===== src/rtl/z80_bus_target.sv =====
// Z80 bus responder: decodes CPU memory/I/O cycles in its address windows,
// turns each into one req/ack handshake on the backend port, stretches the
// CPU cycle with wait_n until the ack, and owns one IM2 interrupt source.
//
// state  | meaning
// -------+----------------------------------------------------------------
// IDLE   | no cycle in progress, watching strobes for a window hit or INTA
// REQ    | be_req high, fields latched, CPU held in wait until be_ack
// HOLD   | data/vector presented (or write done); wait for strobes to rise
module z80_bus_target #(
    parameter logic [15:0] MEM_BASE = 16'h8000,
    parameter logic [15:0] MEM_MASK = 16'hC000,
    parameter logic [7:0]  IO_BASE  = 8'h10,
    parameter logic [7:0]  IO_MASK  = 8'hF0
) (
    input  logic        clk,
    input  logic        reset_n,
    input  logic        cen,
    input  logic [15:0] A,
    input  logic        m1_n,
    input  logic        mreq_n,
    input  logic        iorq_n,
    input  logic        rd_n,
    input  logic        wr_n,
    input  logic        rfsh_n,
    input  logic [7:0]  cpu_dout,
    output logic [7:0]  cpu_di,
    output logic        cpu_di_en,
    output logic        wait_n,
    output logic        int_n,
    input  logic        irq_in,
    input  logic [7:0]  irq_vector,
    output logic        be_req,
    output logic        be_we,
    output logic        be_io,
    output logic [15:0] be_addr,
    output logic [7:0]  be_wdata,
    input  logic [7:0]  be_rdata,
    input  logic        be_ack
);

    typedef enum logic [1:0] {S_IDLE, S_REQ, S_HOLD} state_t;

    state_t      r_state, w_state_next;
    logic [7:0]  r_cpu_di, w_cpu_di_next;
    logic        r_cpu_di_en, w_cpu_di_en_next;
    logic        r_be_req, w_be_req_next;
    logic        r_be_we, w_be_we_next;
    logic        r_be_io, w_be_io_next;
    logic [15:0] r_be_addr, w_be_addr_next;
    logic [7:0]  r_be_wdata, w_be_wdata_next;
    logic        r_irq_d;
    logic        r_pending, w_pending_next;

    logic w_mem_hit, w_io_hit;
    logic w_mem_rd, w_mem_wr, w_io_rd, w_io_wr, w_inta, w_start;
    logic w_irq_rise, w_inta_accept;

    // Window decode; a zero memory mask claims the whole address space.
    assign w_mem_hit = (MEM_MASK == 16'h0000) || ((A & MEM_MASK) == MEM_BASE);
    assign w_io_hit  = ((A[7:0] & IO_MASK) == IO_BASE);

    // Refresh is excluded from reads via rfsh_n; writes never occur in refresh.
    assign w_mem_rd = !mreq_n && !rd_n && rfsh_n && w_mem_hit;
    assign w_mem_wr = !mreq_n && !wr_n && w_mem_hit;
    assign w_io_rd  = !iorq_n && m1_n && !rd_n && w_io_hit;
    assign w_io_wr  = !iorq_n && m1_n && !wr_n && w_io_hit;
    assign w_inta   = !iorq_n && !m1_n;
    assign w_start  = (w_mem_rd || w_mem_wr || w_io_rd || w_io_wr) && (r_state == S_IDLE);

    assign w_irq_rise = irq_in && !r_irq_d;

    // Wait is combinational so the CPU stalls in the T-state the strobe appears.
    assign wait_n = !(reset_n && (w_start || (r_state == S_REQ)));

    assign cpu_di    = r_cpu_di;
    assign cpu_di_en = r_cpu_di_en;
    assign int_n     = !r_pending;
    assign be_req    = r_be_req;
    assign be_we     = r_be_we;
    assign be_io     = r_be_io;
    assign be_addr   = r_be_addr;
    assign be_wdata  = r_be_wdata;

    // Next-state and registered-output logic.
    always_comb begin
        w_state_next     = r_state;
        w_cpu_di_next    = r_cpu_di;
        w_cpu_di_en_next = r_cpu_di_en;
        w_be_req_next    = r_be_req;
        w_be_we_next     = r_be_we;
        w_be_io_next     = r_be_io;
        w_be_addr_next   = r_be_addr;
        w_be_wdata_next  = r_be_wdata;
        w_inta_accept    = 1'b0;
        case (r_state)
            S_IDLE: begin
                if (w_start) begin
                    w_state_next    = S_REQ;
                    w_be_req_next   = 1'b1;
                    w_be_we_next    = w_mem_wr || w_io_wr;
                    w_be_io_next    = w_io_rd || w_io_wr;
                    w_be_addr_next  = (w_io_rd || w_io_wr) ? {8'h00, A[7:0]} : A;
                    w_be_wdata_next = cpu_dout;
                end else if (w_inta && r_pending) begin
                    w_state_next     = S_HOLD;
                    w_cpu_di_next    = irq_vector;
                    w_cpu_di_en_next = 1'b1;
                    w_inta_accept    = 1'b1;
                end
            end
            S_REQ: begin
                if (be_ack) begin
                    w_state_next  = S_HOLD;
                    w_be_req_next = 1'b0;
                    if (!r_be_we) begin
                        w_cpu_di_next    = be_rdata;
                        w_cpu_di_en_next = 1'b1;
                    end
                end
            end
            S_HOLD: begin
                if (rd_n && wr_n && (iorq_n || m1_n)) begin
                    w_state_next     = S_IDLE;
                    w_cpu_di_en_next = 1'b0;
                end
            end
            default: w_state_next = S_IDLE;
        endcase
        // A new edge in the same cycle as the acknowledge clear wins.
        if (w_irq_rise)
            w_pending_next = 1'b1;
        else if (w_inta_accept)
            w_pending_next = 1'b0;
        else
            w_pending_next = r_pending;
    end

    // State and output registers, advancing only on enabled cycles.
    always_ff @(posedge clk or negedge reset_n) begin
        if (!reset_n) begin
            r_state     <= S_IDLE;
            r_cpu_di    <= 8'h00;
            r_cpu_di_en <= 1'b0;
            r_be_req    <= 1'b0;
            r_be_we     <= 1'b0;
            r_be_io     <= 1'b0;
            r_be_addr   <= 16'h0000;
            r_be_wdata  <= 8'h00;
            r_irq_d     <= 1'b0;
            r_pending   <= 1'b0;
        end else if (cen) begin
            r_state     <= w_state_next;
            r_cpu_di    <= w_cpu_di_next;
            r_cpu_di_en <= w_cpu_di_en_next;
            r_be_req    <= w_be_req_next;
            r_be_we     <= w_be_we_next;
            r_be_io     <= w_be_io_next;
            r_be_addr   <= w_be_addr_next;
            r_be_wdata  <= w_be_wdata_next;
            r_irq_d     <= irq_in;
            r_pending   <= w_pending_next;
        end
    end

endmodule


===== config.mk =====
export PLATFORM = sky130hd
export DESIGN_NAME = z80_bus_target
export DESIGN_NICKNAME = d
export VERILOG_FILES = /design/src/rtl/z80_bus_target.sv
export SDC_FILE = /design/constraint.sdc
export NUM_CORES = 1
export LEC_CHECK = 0
export ABC_AREA = 1
export CORE_MARGIN = 8
export CORE_UTILIZATION = 30
export DETAILED_ROUTE_END_ITERATION = 8
export DONT_BUFFER_PORTS = 1
export PLACE_DENSITY = 0.51
export SLEW_MARGIN = 20
export SYNTH_ARGS = -nofsm -noshare
export SYNTH_HDL_FRONTEND = slang
export SYNTH_SLANG_ARGS = --single-unit

===== constraint.sdc =====
create_clock -name clk -period 1.6 [get_ports clk]
set_input_delay 0.48 -clock clk [delete_from_list [all_inputs] [get_ports clk]]
set_output_delay 0.48 -clock clk [all_outputs]
set_load 0.03 [all_outputs]

* Word-level counts from Yosys, hierarchy flattened *
Cells that the tools add are included.

operators by class
  multiplexer cells = 25
  equal/unequal tests = 11
  reduce and logical (&&, ||, !) cells = 42

operator list
  cell                                                             count
  8-bit 2-to-1 mux                                                 4
  1-bit logical AND                                                17
  16-bit 2-to-1 mux                                                1
  8-bit case mux with 2 select lines                               1
  1-bit 2-to-1 mux                                                 12
  2-bit != test, second input constant                             5
  1-bit logical NOT                                                8
  2-bit 2-to-1 mux                                                 4
  4-bit AND reduction                                              2
  1-bit logical OR                                                 7
  7-bit AND reduction                                              1
  2-bit case mux with 3 select lines                               1
  6-bit AND reduction                                              1
  2-bit == test, second input constant                             2
  4-bit by 1-bit == test with 1-bit output, second input constant  1
  2-bit nonzero test                                               2
  3-bit by 2-bit != test with 1-bit output, second input constant  1
  1-bit case mux with 3 select lines                               1
  3-bit AND reduction                                              1
  3-bit nonzero test                                               1
  2-bit by 1-bit == test with 1-bit output, second input constant  1
  2-bit logical NOT                                                1
  2-bit by 1-bit != test with 1-bit output, second input constant  1
  1-bit case mux with 2 select lines                               1
  2-bit AND reduction                                              1

word-level totals
  register bits after elaboration = 40
  bits of input ports = 51

* Longest topological paths before layout *
  depth after elaboration = 12
  gate-level depth with buffers = 10
  mapped depth without buffers = 9

* Worst setup path before layout *
OpenSTA, ideal clock, no wires.

  path type = input to output
  from = input port A[5]
  to = output port wait_n
  cell stages on the path = 7
  required time = 1120 ps
  arrival time = 1292 ps
  slack = -172 ps
  cells stage by stage = inv_1 nand2_1 nor2_1 nand2_1 buf_2 nand3_1 nand3_1

on the way
  longest elaborated chain between the ends = 8

ends and longest elaborated chain
  element                                     line  source
  from (decl)                                 19    input logic [15:0] A,
  4-bit by 1-bit == test with 1-bit output *  61    assign w_io_hit = ((A[7:0] & IO_MASK) == IO_BASE);
  1-bit logical AND                           66    assign w_io_rd = !iorq_n && m1_n && !rd_n && w_io_hit;
  1-bit logical OR                            69    assign w_start = (w_mem_rd || w_mem_wr || w_io_rd || w_io_wr) && (r_state == S_IDLE);
  1-bit logical OR *                          69
  1-bit logical AND *                         69
  1-bit logical OR *                          74    assign wait_n = !(reset_n && (w_start || (r_state == S_REQ)));
  1-bit logical AND *                         74
  1-bit logical NOT *                         74
  to (decl)                                   29    output logic wait_n,

Mark *: on every way between the ends. The rest lies on a longest branch, timed or not.

* Worst setup path after layout *
  from = register r_state[1]
  to = output port wait_n

on the way
  longest elaborated chain between the ends = 5

ends and longest elaborated chain
  element                 line  source
  from (decl)             44    state_t r_state, w_state_next;
  from (signal assigned)  153   r_state <= w_state_next;
  2-bit logical NOT       69
  1-bit logical AND       69
  1-bit logical OR *      74
  1-bit logical AND *     74
  1-bit logical NOT *     74

Marks and branches as above.

==> metrics.txt <==
Hold Path Class in -> async; Max-slew headroom 77.80%; Die Y approximately 95 microns; Area Growth Syn to Fin 18.73%; top-count cell post-synth nand2_1; most frequent cells after synthesis nand2_1, dfrtp_1, nand3_1; register area share after synthesis between 50% and 60%; cell mode on critical path nand3_4; GRT Resource Usage Total approximately an eighth; Nets 300; #FFs+latches synth 40; Cells after Synth 239; count of cell types in the netlist 18; routed vias between 1500 and 2000; P per Cell Area about 2100 mW/mm^2; CTS H-tree depth 2; simple-gate portion of the synthesized area a little over a third; CP Data Required Time roughly 1100 ps; worst-path cell chain nor2_4 -> nand3_4 -> nand3_4; design area 0.002228 sq mm; Iter 0 DRT Violations 47; Worst Reg-to-Reg Cells 7; core box area roughly 0.0062 sq mm; routability congestion estimate about 0.78; Peak VDD IR 849.6 uV; Post-synth EDFFs 0; critical path type reg -> out; initial antenna violation count 0; Max Freq about 630 MHz; clk root buf clkbuf_8; max-cap violations 0; clock tree buffer depth 2; peak fanout along the critical path 4; Routed Antenna Nets 0; Warnings, synthesis 0; Worst-Margin Slew 333.0 ps; worst-case hold slack 23.31 ps; minimum clock period after layout ~1600 ps; dominant cells by area after synthesis dfrtp_1, nand2_1, nand3_1; n_diodes 0; Synth area leader dfrtp_1; max-slew violation count 0; Avg WL per Cell between 15 and 20 microns; largest family of logic cells by synthesized area simple AND/OR/NAND/NOR gates; Compound-Gate Fraction of Synth Area under 10%; status completed; unrepaired setup endpoints after global routing true; final setup violation count 0; post-synthesis adder-cell area fraction 0%; final hold violations 0; Static Leakage 1.196 nW; share of layout cells above drive strength 1 14.80%; Tot Pwr between 4 and 5 mW; WP data arrival 1110 ps; vias in the first global route roughly 1600; clk_skew 4.848 ps; total CTS buffers 5; GRT Residual Overflow 0; Post-synth ARST share 100.0%; RR Startpoint r_state[0]$_DFFE_PN0P_; die width around 95 microns; vias per cell 4.722; CP Capture Type output port; xor/xnor share of the synthesized area 0%; Final period util about 100%; Crit Reg-Reg Endpoint cpu_di[6]$_DFFE_PN0P_; Worst R2R Setup Slack ~200 ps; Most used DFF post-synth dfrtp_1; CP startpoint kind register; CP max stage delay ~460 ps; CTS clk-pin slew, worst paths approximately 80 ps; mux contribution to synthesized area 0%; first-pass GRT wire length between 8 and 9 mm; row count 29; drt total wl just over 5 mm; Critical path origin r_state[1]$_DFFE_PN0P_; boundary pin count a little under 90; Clock Latency Late Sink between 200 and 300 ps; CTS tree yes; cell area after placement around 0.0020 sq mm; slowest stage cell, crit path dfrtp_2; syn nets 290; final core occ 35.91%; number of port buffers 0; post-synth top area share around 53%; # clock sinks 40; # DRC 0; area of the mapped netlist 0.001877 sq mm; syn_area_per_cell just under 8 sq um; DIE AREA around 0.009 sq mm; hpwl dp around 3.8 mm; Initial Utilization 30.25%; largest net degree at the start of global routing about 40; first drt pass iteration count 4
[critical path, delay by kind of cell, from the launching register on]
kind          cells  cell delay, ps
simple gates      3             360
flops             1             460
[layout by cell type, fill, tap and decap left out]
| cell type | count |
|---|---|
| nand2_1 | 116 |
| dfrtp_1 | 39 |
| o21ai_0 | 16 |
| nand3_1 | 15 |
| inv_1 | 13 |
| buf_4 | 10 |
| nand4_1 | 8 |
| nor2_1 | 5 |
| clkbuf_8 | 5 |
| inv_2 | 3 |
| nand2_2 | 3 |
| nand3_4 | 3 |
| bufinv_16 | 3 |
| nor2_2 | 2 |
| nor2_4 | 2 |
| buf_12 | 2 |
| o21ai_2 | 1 |
| inv_4 | 1 |
| nand3_2 | 1 |
| nor3_1 | 1 |
| dfrtp_2 | 1 |
[worst max-delay path by stage]
| stage | slack [ps] | endpoint |
|---|---|---|
| floorplan | 10 | wait_n |
| global placement | -8 | wait_n |
| detailed placement | -40 | be_addr[9]$_DFFE_PN0P_ |
| CTS | -10 | wait_n |
| global route | -40 | wait_n |
| finish | 10 | wait_n |
[cell families after synthesis]
family          count (synthesis)
compound gates                 17
buf+inv                        26
flops                          40
simple gates                  156
[layout make-up]
type / count / area, sq um
inverter: 17 / 66.31
timing repair buffer: 12 / 115.1
clock inverter: 3 / 90.09
sequential: 40 / 1002
tap: 77 / 96.34
fill: 668 / 3976
multi-input combinational: 173 / 789.5
clock buffer: 5 / 68.82
[metal layers]
metal	share of wire, %	global-route usage (%)	vias to the layer above
li1	-	-	771
met5	0	0	-
met3	13	7.087	7
met4	1.0	3.121	0
met2	43	17.26	67
met1	43	14.51	699
[where the power goes]
| group | internal [mW] | switching, mW | leakage [nW] |
|---|---|---|---|
| registers | 1.43 | 1.14 | 0.507 |
| clock network | 0.780 | 0.366 | 0.0784 |
| logic | 0.407 | 0.640 | 0.611 |
[what timing repair did]
item / CTS / global route
gates resized for setup: 3 / 3
endpoints found under the setup margin: 1 / 1
pin swaps: 2 / 0
setup buffers: 2 / 0
hold buffers: 1 / 0
endpoints found under the hold margin: 40 / 0
[per-stage QoR]
stage,TNS (ps),std cells,worst slack [ps]
2_1_floorplan,0,239,12.65
3_3_place_gp,-8.296,316,-8.296
3_5_place_dp,-425.3,316,-40.10
4_1_cts,-9.699,327,-9.699
5_1_grt,-44.36,327,-44.36
6_report,0,327,13.91
[sequential cells by signal, indices dropped and copies added (netlist names)]
name,cells
r_pending,1
be_addr,16
cpu_di_en,1
cpu_di,8
be_io,1
be_we,1
r_irq_d,1
be_wdata,8
be_req,1
r_state,2
No activity file was read; power rests on OpenSTA's default activity.
